--- config.mk ---
export PLATFORM = sky130hd
export DESIGN_NAME = pwm_decoder
export DESIGN_NICKNAME = d
export VERILOG_FILES = /design/src/rtl/pwm_dec_pkg.sv /design/src/rtl/sync_edge_det.sv /design/src/rtl/pwm_decoder.sv
export SDC_FILE = /design/constraint.sdc
export NUM_CORES = 1
export LEC_CHECK = 0
export ABC_AREA = 1
export CAP_MARGIN = 0
export CORE_ASPECT_RATIO = 1.1
export CORE_MARGIN = 8
export CORE_UTILIZATION = 40
export CTS_CLUSTER_DIAMETER = 60
export CTS_CLUSTER_SIZE = 28
export DETAILED_ROUTE_END_ITERATION = 16
export GPL_ROUTABILITY_DRIVEN = 1
export PLACE_DENSITY = 0.63
export SYNTH_ARGS = -nofsm -noshare
export SYNTH_HDL_FRONTEND = slang
export SYNTH_HIERARCHICAL = 1
export SYNTH_SLANG_ARGS = --single-unit
--- constraint.sdc ---
create_clock -name sys_clk -period 1.7 [get_ports sys_clk]
set_input_delay 0.34 -clock sys_clk [delete_from_list [all_inputs] [get_ports sys_clk]]
set_output_delay 0.34 -clock sys_clk [all_outputs]
set_load 0.05 [all_outputs]
--- src/rtl/pwm_dec_pkg.sv ---
// Shared constants for the PWM drive-pair decoder: FSM encoding, default
// counter width and direction codes.
package pwm_dec_pkg;

  localparam int unsigned CNT_W_DEF = 16;

  localparam logic [1:0] ST_IDLE    = 2'd0;
  localparam logic [1:0] ST_HIGH    = 2'd1;
  localparam logic [1:0] ST_LOW     = 2'd2;
  localparam logic [1:0] ST_STOPPED = 2'd3;

  localparam logic DIR_A = 1'b0;
  localparam logic DIR_B = 1'b1;

endpackage

--- src/rtl/sync_edge_det.sv ---
// Multi-stage synchronizer for one asynchronous line, with a one-cycle
// delayed copy and single-cycle rise/fall strobes.
module sync_edge_det
  import pwm_dec_pkg::*;
#(
  parameter int unsigned SYNC_STAGES = 2
) (
  input  logic clk,
  input  logic rst_n,
  input  logic din,
  output logic sync,
  output logic sync_d,
  output logic rise,
  output logic fall
);

  logic [SYNC_STAGES-1:0] sr;

  always_ff @(posedge clk or negedge rst_n) begin
    if (!rst_n) begin
      sr     <= '0;
      sync_d <= 1'b0;
    end else begin
      sr     <= {sr[SYNC_STAGES-2:0], din};
      sync_d <= sr[SYNC_STAGES-1];
    end
  end

  assign sync = sr[SYNC_STAGES-1];
  assign rise = sync & ~sync_d;
  assign fall = ~sync & sync_d;

endmodule

--- src/rtl/pwm_decoder.sv ---
// Recovers direction, period and high time from a two-wire motor drive
// pair, and flags stopped/stuck drives and both-lines-high faults.
module pwm_decoder
  import pwm_dec_pkg::*;
#(
  parameter int unsigned CNT_W       = CNT_W_DEF,
  parameter int unsigned SYNC_STAGES = 2
) (
  input  logic             sys_clk,
  input  logic             sys_rst_n,
  input  logic             pwm_a,
  input  logic             pwm_b,
  output logic             meas_valid,
  output logic [CNT_W-1:0] period,
  output logic [CNT_W-1:0] high_time,
  output logic             direction,
  output logic             moto_stop,
  output logic             stuck_high,
  output logic             fault,
  output logic             led
);

  localparam logic [CNT_W-1:0] MAX = '1;

  logic a_s, a_d, a_rise, a_fall;
  logic b_s, b_d, b_rise, b_fall;
  logic rise, fall, cnt_max;
  logic [1:0] state;
  logic [CNT_W-1:0] cnt, hi_lat;
  logic dir_lat, bad, skip;

  sync_edge_det #(.SYNC_STAGES(SYNC_STAGES)) u_sync_a (
    .clk(sys_clk), .rst_n(sys_rst_n), .din(pwm_a),
    .sync(a_s), .sync_d(a_d), .rise(a_rise), .fall(a_fall)
  );

  sync_edge_det #(.SYNC_STAGES(SYNC_STAGES)) u_sync_b (
    .clk(sys_clk), .rst_n(sys_rst_n), .din(pwm_b),
    .sync(b_s), .sync_d(b_d), .rise(b_rise), .fall(b_fall)
  );

  // Edges of (a_s | b_s) built from per-line edges gated by the other line.
  assign rise    = (a_rise & ~b_d) | (b_rise & ~a_d);
  assign fall    = (a_fall & ~b_s) | (b_fall & ~a_s);
  assign led     = a_s | b_s;
  assign fault   = a_s & b_s;
  assign cnt_max = (cnt == MAX);

  always_ff @(posedge sys_clk or negedge sys_rst_n) begin
    if (!sys_rst_n) begin
      cnt     <= '0;
      hi_lat  <= '0;
      dir_lat <= DIR_A;
      bad     <= 1'b0;
    end else begin
      if (rise)
        cnt <= CNT_W'(1);
      else if (!cnt_max)
        cnt <= cnt + 1'b1;
      if (fall)
        hi_lat <= cnt;
      if (rise && !fault)
        dir_lat <= b_s ? DIR_B : DIR_A;
      if (fault)
        bad <= 1'b1;
      else if (state == ST_LOW && rise)
        bad <= 1'b0;
    end
  end

  always_ff @(posedge sys_clk or negedge sys_rst_n) begin
    if (!sys_rst_n) begin
      state      <= ST_IDLE;
      meas_valid <= 1'b0;
      period     <= '0;
      high_time  <= '0;
      direction  <= DIR_A;
      moto_stop  <= 1'b0;
      stuck_high <= 1'b0;
      skip       <= 1'b0;
    end else begin
      meas_valid <= 1'b0;
      if (rise)
        skip <= 1'b0;
      case (state)
        ST_IDLE: begin
          if (rise)
            state <= ST_HIGH;
        end
        ST_HIGH: begin
          if (fall) begin
            state <= ST_LOW;
          end else if (cnt_max) begin
            state      <= ST_STOPPED;
            moto_stop  <= 1'b1;
            stuck_high <= 1'b1;
          end
        end
        ST_LOW: begin
          if (rise) begin
            state <= ST_HIGH;
            if (!bad && !skip) begin
              period     <= cnt;
              high_time  <= hi_lat;
              direction  <= dir_lat;
              meas_valid <= 1'b1;
            end
          end else if (cnt_max) begin
            state      <= ST_STOPPED;
            moto_stop  <= 1'b1;
            stuck_high <= 1'b0;
          end
        end
        ST_STOPPED: begin
          if (rise) begin
            state      <= ST_HIGH;
            moto_stop  <= 1'b0;
            stuck_high <= 1'b0;
          end else if (fall) begin
            // Release from stuck-high: the next rise closes a period that
            // started before the stall, so it must not be reported.
            state      <= ST_LOW;
            moto_stop  <= 1'b0;
            stuck_high <= 1'b0;
            skip       <= 1'b1;
          end
        end
        default: state <= ST_IDLE;
      endcase
    end
  end

endmodule

== Yosys cells after proc, flatten, opt, wreduce, memory -nomap -nowiden ==
Index checks and enable logic that the tools add are counted.

* Word-level logic and storage cells: 87
* Flip-flop bits (word level): 79
* Bits of input ports: 4

* Mux-type cells: 30
* Eq/ne operators: 11
* Bitwise gates (word level): 16
* Reductions and logical operators: 13
* Add/subtract/negate cells: 1

{| class="wikitable"
|+ Operators by type and width
! cell !! number
|-
| $mux 16 || 2
|-
| $mux 1 || 19
|-
| $add 16x1->16 const B || 1
|-
| $eq 16x16->1 const B || 1
|-
| $mux 2 || 6
|-
| $ne 2x2->1 const B || 6
|-
| $and 1x1->1 || 9
|-
| $pmux 2 s4 || 1
|-
| $pmux 1 s3 || 2
|-
| $reduce_and 6->1 || 1
|-
| $eq 2x2->1 const B || 2
|-
| $not 1->1 || 4
|-
| $reduce_and 4->1 || 1
|-
| $logic_and 1x1->1 || 3
|-
| $logic_not 1->1 || 3
|-
| $ne 3x3->1 const B || 1
|-
| $or 1x1->1 || 3
|-
| $reduce_and 3->1 || 1
|-
| $reduce_bool 3->1 || 1
|-
| $eq 2x1->1 const B || 1
|-
| $logic_not 2->1 || 1
|-
| $reduce_and 2->1 || 1
|-
| $reduce_bool 2->1 || 1
|}

== Longest topological paths before layout ==
Gate-level depths: netlist (run 1).

* Depth after elaboration: 8
* Gate-level depth with buffers: 10

== Modules after synthesis ==
Netlist (run 1), hierarchy kept.

{| class="wikitable"
|+ By module, submodules not included
! module !! area an instance (µm²) !! seq. area each (µm²) !! instances !! cells an instance
|-
| pwm_decoder || 3156.8 || 1826.8 || 1 || 366
|-
| sync_edge_det || 90.1 || 75.1 || 2 || 7
|}

== Worst setup path before layout (run 1) ==
OpenSTA, ideal clock, no wires.

* Path type: register -> register
* From: register cnt[0]
* To: register cnt[1]
* Clock period less this slack: 1.453 ns
* Arrival time: 1.336 ns
* Cell stages (with the launch flop): 10
* Library setup time: 0.117 ns
* Path buffers: 1
* Data required time: 1.583 ns
* Path slack: 0.247 ns
* Path through: dfrtp_1 ha_1 inv_2 nor2_4 nand2_4 nor2_8 nand2_2 buf_6 nand3_2 o21ai_2

* Longest elaborated chain between the ends: 3
* Elaborated cells on any way between the ends: 5

{| class="wikitable"
|+ RTL lines
! item !! line !! source
|-
| start: declaration || pwm_decoder.sv:29 || <nowiki>logic [CNT_W-1:0] cnt, hi_lat;</nowiki>
|-
| start signal: assignment || pwm_decoder.sv:59 || <nowiki>cnt <= cnt + 1'b1;</nowiki>
|-
| $add 16x1->16 || pwm_decoder.sv:59 ||
|-
| $mux 16 || pwm_decoder.sv:58 || <nowiki>else if (!cnt_max)</nowiki>
|-
| $mux 16 || pwm_decoder.sv:56 || <nowiki>if (rise)</nowiki>
|}

Several ways; a longest one is shown, not always the timed one. The select of a mux whose other input is x is not followed.
A chain may end at the register's enable or synchronous reset.

== Final worst setup path (run 1) ==
* From: register cnt[0]
* To: register cnt[0]

Same word-level chain as after synthesis.

==> summary.txt, run 1 <==
Status
  – Status: complete, no violations

Setup path
  – Maximum fanout along the worst path: 11
  – CP arrival: 1.82 ns
  – FF-to-FF setup slack: 0.11 ns
  – Req. time, crit path: 1.93 ns
  – CP endpoint: cnt[0]
  – Worst R2R Start: cnt[0]
  – Crit end category: register
  – Worst setup path start: cnt[0]
  – Setup crit start kind: register
  – Crit Path Class: register to register
  – Cells on worst reg2reg path: 8
  – FF-to-FF End: cnt[0]

Timing
  – Final hold vios: 0
  – Fin Setup TNS: 0 ns
  – Fmax: 628 MHz
  – Tmin final: 1.59 ns
  – Unrepaired setup endpoints after global routing: false
  – Relative slew slack: 0.673
  – Setup violators final: 0
  – Final worst setup slack: 0.108 ns
  – WHS: 0.353 ns
  – Final Skew: 0.0102 ns
  – Slew Limit Fails: 0
  – Slew @ Worst Pin: 0.487 ns
  – Period utilization: 0.936

Job
  – Max-cap viol count: 0

Pwr
  – LEAKAGE: 2.13 nW
  – Power per standard cell area: 1080 mW/mm²
  – Max IR drop VDD: 470 µV

Logic synthesis
  – Cells after synthesis: 380
  – Post-synth cell types: 27
  – Avg Cell Area, Syn: 8.78 µm²
  – Synthesized area: 0.00334 mm²
  – Seq cells post-synth: 79
  – Sequential-to-total area share from yosys stat: 0.592
  – Synth warn: 6
  – Synth Net Count: 385

Routing
  – Detailed Route WL: 7470 µm
  – Drt drc: 0
  – Routed WL per cell: 13.4 µm
  – Via/cell ratio: 4.64
  – Drt first pass iters: 4
  – Detail Route Antenna Nets: 0
  – Violation count after the first detailed-route iteration: 136
  – Vias: 2579

CTS
  – Worst-Skew Late Latency: 0.35 ns
  – CTS Buffer Depth: 2
  – Register clock-pin slew on the reported worst setup and hold paths: 0.08 ns
  – CTS sink count: 79
  – CTS tree: built
  – Root Buffer: clkbuf_8
  – Htree depth: 3
  – Cts bufs inserted: 9

Die
  – Initial Util: 0.405
  – Floorplan row count: 35
  – IO Pins: 42
  – CORE AREA: 0.00823 mm²
  – Die area: 0.0115 mm²
  – Die W: 103 µm
  – Die Span Y: 112 µm

Cells and area
  – Commonest non-fill, non-tap cells in the layout: nand2_1, dfrtp_1, buf_4
  – Fin area: 0.00418 mm²
  – Share of layout cells above drive strength 1: 0.202
  – # diodes: 0
  – Nets: 445
  – Commonest non-fill, non-tap cell in the layout: nand2_1
  – Synth-to-Final Area Change: 25.1%

Placement
  – PortBufs: 41
  – Post-DP HPWL: 5520 µm
  – Placed Area: 0.00391 mm²
  – Routability cong.: 0.915
  – Dpl ws: 0.0523 ns

GRT
  – Global Route Usage Sum: 0.136
  – First-pass GRT wire length: 12400 µm
  – Number of global-route vias before repair: 2579
  – Largest net degree at the start of global routing: 34
  – Initial antenna violation count: 0
  – Total grt overflow: 0

Min path
  – Depth of the worst hold-timing path: 0
  – HP Class: register to register
## power by group
| group | leakage, nW | switching, mW | internal (mW) |
|---|---|---|---|
| Sequential | 1.07 | 0.142 | 2.04 |
| Combinational | 0.950 | 0.515 | 0.262 |
| Clock | 0.110 | 0.661 | 0.867 |
## area by class of cell
class	count	area [µm²]
timing repair buffer	60	520
sequential	79	1980
fill	800	4060
clock inverter	5	81.3
multi-input combinational	239	1120
clock buffer	11	141
inverter	51	195
tap	111	139
## worst max-delay path, cell delays in order, from the launching register on
cell and delay [ns]:
dfrtp_1 0.43, ha_1 0.23, inv_2 0.06, nor2_4 0.14
nand2_4 0.09, nor2_8 0.18, nand2_4 0.13, o21ai_0 0.13
o21ai_2 0.08
## metal layers
layer / part of all wire / routed length, µm / GRT usage
met2: 0.50 / 3730 / 0.221
met3: 0.041 / 304 / 0.0281
met4: 0.020 / 152 / 0.0705
met5: 0 / 0 / 0
met1: 0.44 / 3280 / 0.165
## worst min-delay path by stage
stage / start / end
detailed placement: sys_rst_n / high_time[10]
global placement: sys_rst_n / high_time[10]
global route: u_sync_b/sr[0] / u_sync_b/sr[1]
CTS: u_sync_b/sr[0] / u_sync_b/sr[1]
floorplan: sys_rst_n / bad
finish: u_sync_b/sr[0] / u_sync_b/sr[1]
## per-stage QoR
stage	power, mW	util	cells
2_1_floorplan	2.69	-	380
5_1_grt	4.71	0.507	556
3_5_place_dp	3.00	0.475	536
3_3_place_gp	2.98	0.475	536
4_1_cts	4.53	0.503	553
6_report	4.49	0.507	556
## cell usage after synthesis
library cell	number	area (µm²)
a21boi_1	1	7.51
a21oi_1	8	40.0
a31oi_1	1	6.26
buf_2	7	35.0
buf_6	1	11.3
clkbuf_1	3	11.3
dfrtp_1	79	1980
ha_1	1	12.5
inv_1	49	184
inv_2	2	7.51
nand2_1	109	409
nand2_2	4	25.0
nand2_4	1	11.3
nand3_1	18	90.1
nand3_2	1	10.0
nand4_1	6	37.5
nor2_1	25	93.8
nor2_4	2	22.5
nor2_8	1	20.0
nor3_1	4	20.0
nor3_2	1	10.0
o21a_1	1	7.51
o21ai_0	23	115
o21ai_1	28	140
o21ai_2	2	17.5
or2_2	1	6.26
xor2_1	1	8.76
## repair_timing
item	in CTS	in global routing
buffers inserted	0	3
endpoints found under the hold margin	25	0
endpoints found under the setup margin	0	34
hold buffers	1	0
gates resized for setup	0	3
## registers in the layout, summed over array words and instances, names as in the netlist
name / flops
u_sync_b/sync_d: 1
moto_stop: 1
u_sync_b/sr: 2
state: 2
direction: 1
skip: 1
cnt: 16
u_sync_a/sync_d: 1
high_time: 16
bad: 1
stuck_high: 1
period: 16
dir_lat: 1
u_sync_a/sr: 2
meas_valid: 1
hi_lat: 16
## logic make-up after synthesis
kind of cell	synth area share
buffers and inverters	0.0746
AND/OR/NAND/NOR	0.226
adder cells (fa/ha/maj)	0.00375
flip-flops	0.592
XOR/XNOR	0.00263
AO/OA/AOI/OAI	0.100
Note: power is estimated with default switching activity, not from simulation.
==> run 2, diff against run 1 <==
CTS_CLUSTER_DIAMETER = 80   (was 60)
==> results of run 2 <==
No change in the layout: final DEF, timing and power equal those of run 1.
==> run 3, diff against run 2 <==
clock period = 1.9 ns   (was 1.7 ns; I/O delays follow)
==> run 3 against run 2 <==
- non-clock buffer count shrank 10
- utilization shrank 1.7 points
- power shrank 12%
- worst setup slack gained 0.017 ns
- largest cell class unchanged
- highest routed layer unchanged
==> summary.txt, run 3 (synthesized netlist as in run 1, its figures left out) <==
Status
  – Status: complete, no violations (unchanged)

Routing
  – Met1 Wirelength: 3170 µm (was 3280 µm)
  – Vias: 2545 (was 2579)
  – Violation count after the first detailed-route iteration: 134 (was 136)
  – Routed WL per cell: 13.3 µm (was 13.4 µm)
  – Met2 WL: 3530 µm (was 3730 µm)
  – Drt drc: 0 (unchanged)
  – Met3 WL: 391 µm (was 304 µm)
  – Top routing layer used: met4 (unchanged)
  – Via/cell ratio: 4.66 (was 4.64)
  – Detailed Route WL: 7260 µm (was 7470 µm)
  – Drt first pass iters: 4 (unchanged)
  – Detail Route Antenna Nets: 0 (unchanged)

Timing
  – Fin Setup TNS: 0 ns (unchanged)
  – Setup violators final: 0 (unchanged)
  – Slew @ Worst Pin: 0.491 ns (was 0.487 ns)
  – Final worst setup slack: 0.125 ns (was 0.108 ns)
  – Final Skew: 0.00908 ns (was 0.0102 ns)
  – Period utilization: 0.934 (was 0.936)
  – Tmin final: 1.77 ns (was 1.59 ns)
  – Slew Limit Fails: 0 (unchanged)
  – Fmax: 564 MHz (was 628 MHz)
  – WHS: 0.347 ns (was 0.353 ns)
  – Relative slew slack: 0.673 (about the same)
  – Unrepaired setup endpoints after global routing: false (unchanged)
  – Final hold vios: 0 (unchanged)

Pwr
  – Cell internal pwr: 2.77 mW (was 3.17 mW)
  – Sw frac: 0.297 (was 0.294)
  – Total power: 3.95 mW (was 4.49 mW)
  – Sw power: 1.17 mW (was 1.32 mW)
  – Max IR drop VDD: 460 µV (was 470 µV)
  – Clock share of power: 0.341 (was 0.340)
  – Logic pwr share: 0.159 (was 0.173)
  – Power per standard cell area: 978 mW/mm² (was 1080 mW/mm²)
  – LEAKAGE: 2.06 nW (was 2.13 nW)
  – Sequential power share: 0.500 (was 0.487)

Placement
  – Routability cong.: 0.840 (was 0.915)
  – Placed Area: 0.00381 mm² (was 0.00391 mm²)
  – Dpl ws: 0.0880 ns (was 0.0523 ns)
  – Post-DP HPWL: 5100 µm (was 5520 µm)
  – PortBufs: 41 (unchanged)

CTS
  – Cts bufs inserted: 9 (unchanged)
  – Htree depth: 3 (unchanged)
  – CTS Buffer Depth: 2 (unchanged)
  – CTS sink count: 79 (unchanged)
  – Worst-Skew Late Latency: 0.35 ns (about the same)
  – Root Buffer: clkbuf_8 (unchanged)
  – Register clock-pin slew on the reported worst setup and hold paths: 0.08 ns (about the same)
  – CTS tree: built (unchanged)
  – Setup Fix Bufs, Post-CTS: 0 (unchanged)

Setup path
  – Maximum fanout along the worst path: 11 (unchanged)
  – WP depth: 8 (unchanged)
  – Cells on worst reg2reg path: 8 (unchanged)
  – FF-to-FF End: cnt[0] (unchanged)
  – Crit Path Class: register to register (unchanged)
  – Crit path buffers/inverters: 1 (unchanged)
  – Slowest CP cell: dfrtp_1 (unchanged)
  – CP arrival: 2.01 ns (was 1.82 ns)
  – Worst R2R Start: cnt[0] (unchanged)
  – Req. time, crit path: 2.13 ns (was 1.93 ns)
  – Setup crit start kind: register (unchanged)
  – CP peak stage delay: 0.46 ns (was 0.43 ns)
  – Delay-heaviest family, CP: simple AND/OR/NAND/NOR gates (unchanged)
  – Crit path cell chain: ha_2 -> inv_2 -> nor2_4 -> nand2_4 -> nor2_8 -> nand2_2 -> o21ai_0 -> o21ai_2 (was ha_1 -> inv_2 -> nor2_4 -> nand2_4 -> nor2_8 -> nand2_4 -> o21ai_0 -> o21ai_2)
  – FF-to-FF setup slack: 0.13 ns (was 0.11 ns)
  – Crit end category: register (unchanged)

GRT
  – Largest net degree at the start of global routing: 44 (was 34)
  – First-pass GRT wire length: 12300 µm (was 12400 µm)
  – Initial antenna violation count: 0 (unchanged)
  – Global Route Usage Sum: 0.137 (was 0.136)
  – Number of global-route vias before repair: 2606 (was 2579)
  – Total grt overflow: 0 (unchanged)

Die
  – CORE AREA: 0.00823 mm² (unchanged)
  – IO Pins: 42 (unchanged)
  – Initial Util: 0.405 (unchanged)
  – Floorplan row count: 35 (unchanged)
  – Die Span Y: 112 µm (unchanged)
  – Die W: 103 µm (unchanged)
  – Die area: 0.0115 mm² (unchanged)

Cells and area
  – Fin area: 0.00403 mm² (was 0.00418 mm²)
  – Share of layout cells above drive strength 1: 0.175 (was 0.202)
  – Commonest non-fill, non-tap cell in the layout: nand2_1 (unchanged)
  – Commonest non-fill, non-tap cells in the layout: nand2_1, dfrtp_1, inv_1 (was nand2_1, dfrtp_1, buf_4)
  – Synth-to-Final Area Change: 20.9% (was 25.1%)
  – Fillers: 823 (was 800)
  – # diodes: 0 (unchanged)
  – Nets: 435 (was 445)

Job
  – Max-cap viol count: 0 (unchanged)

Min path
  – HP Class: register to register (unchanged)
  – Depth of the worst hold-timing path: 0 (unchanged)
  – HP Start: u_sync_b/sr[0] (unchanged)
  – Hold Path End: u_sync_b/sr[1] (unchanged)
run 3: cell types whose count changed in the layout (fill, tap and decap cells not counted):
cell / change
buf_4: -8
buf_12: -4
dlygate4sd2_1: +2
clkbuf_1: +1
clkbuf_8: -1
clkinv_4: -1
clkinvlp_4: -1
ha_1: -1
ha_2: +1
inv_1: +1
inv_6: +1
nand2_1: +1
nand2_4: -1
run 3: timing repair:
| item | 4_1_cts | 5_1_grt |
|---|---|---|
| hold buffers | 1 | 0 |
| gates resized for setup | 2 | 1 |
| endpoints found under the setup margin | 2 | 1 |
| endpoints found under the hold margin | 11 | 0 |
run 3: worst max path at each step:
stage,from,to,slack (ns)
after floorplan,cnt[0],cnt[1],0.45
after global placement,cnt[0],cnt[0],0.08
after detailed placement,cnt[0],cnt[0],0.09
after CTS,cnt[0],cnt[0],0.08
after global routing,u_sync_b/sr[1],high_time[6],0.01
final,cnt[0],cnt[0],0.13
run 3: layout make-up:
class / instances / area, µm² / area share
well taps: 111 / 139 / 0.0344
repair buffers: 50 / 398 / 0.0986
flip-flops and latches: 79 / 1980 / 0.490
inverters: 51 / 191 / 0.0475
multi-input cells: 239 / 1120 / 0.277
clock inverters: 5 / 81.3 / 0.0202
clock buffers: 11 / 131 / 0.0326
run 3: power groups by stage:
stage | combinational, mW | clock, mW | sequential, mW
6_report | 0.628 | 1.34 | 1.97
5_1_grt | 0.697 | 1.48 | 1.99
4_1_cts | 0.633 | 1.40 | 1.97
3_5_place_dp | 0.629 | 0 | 2.00
3_3_place_gp | 0.622 | 0 | 2.00
2_1_floorplan | 0.317 | 0 | 2.09
run 3: worst reg2reg max path, cell delays in order, from the launching register on:
cell	delay, ns
dfrtp_1	0.46
ha_2	0.27
inv_2	0.06
nor2_4	0.15
nand2_4	0.09
nor2_8	0.19
nand2_2	0.21
o21ai_0	0.16
o21ai_2	0.07
run 3: per-stage QoR:
step	cells	util
floorplan	380	-
global placement	529	0.463
detailed placement	529	0.463
CTS	546	0.490
global route	546	0.490
finish	546	0.490
run 3: routing by layer:
| layer | GRT usage | up-vias |
|---|---|---|
| met4 | 0.0773 | 0 |
| met2 | 0.219 | 57 |
| met3 | 0.0368 | 10 |
| li1 | - | 1300 |
| met5 | 0 | - |
| met1 | 0.161 | 1178 |
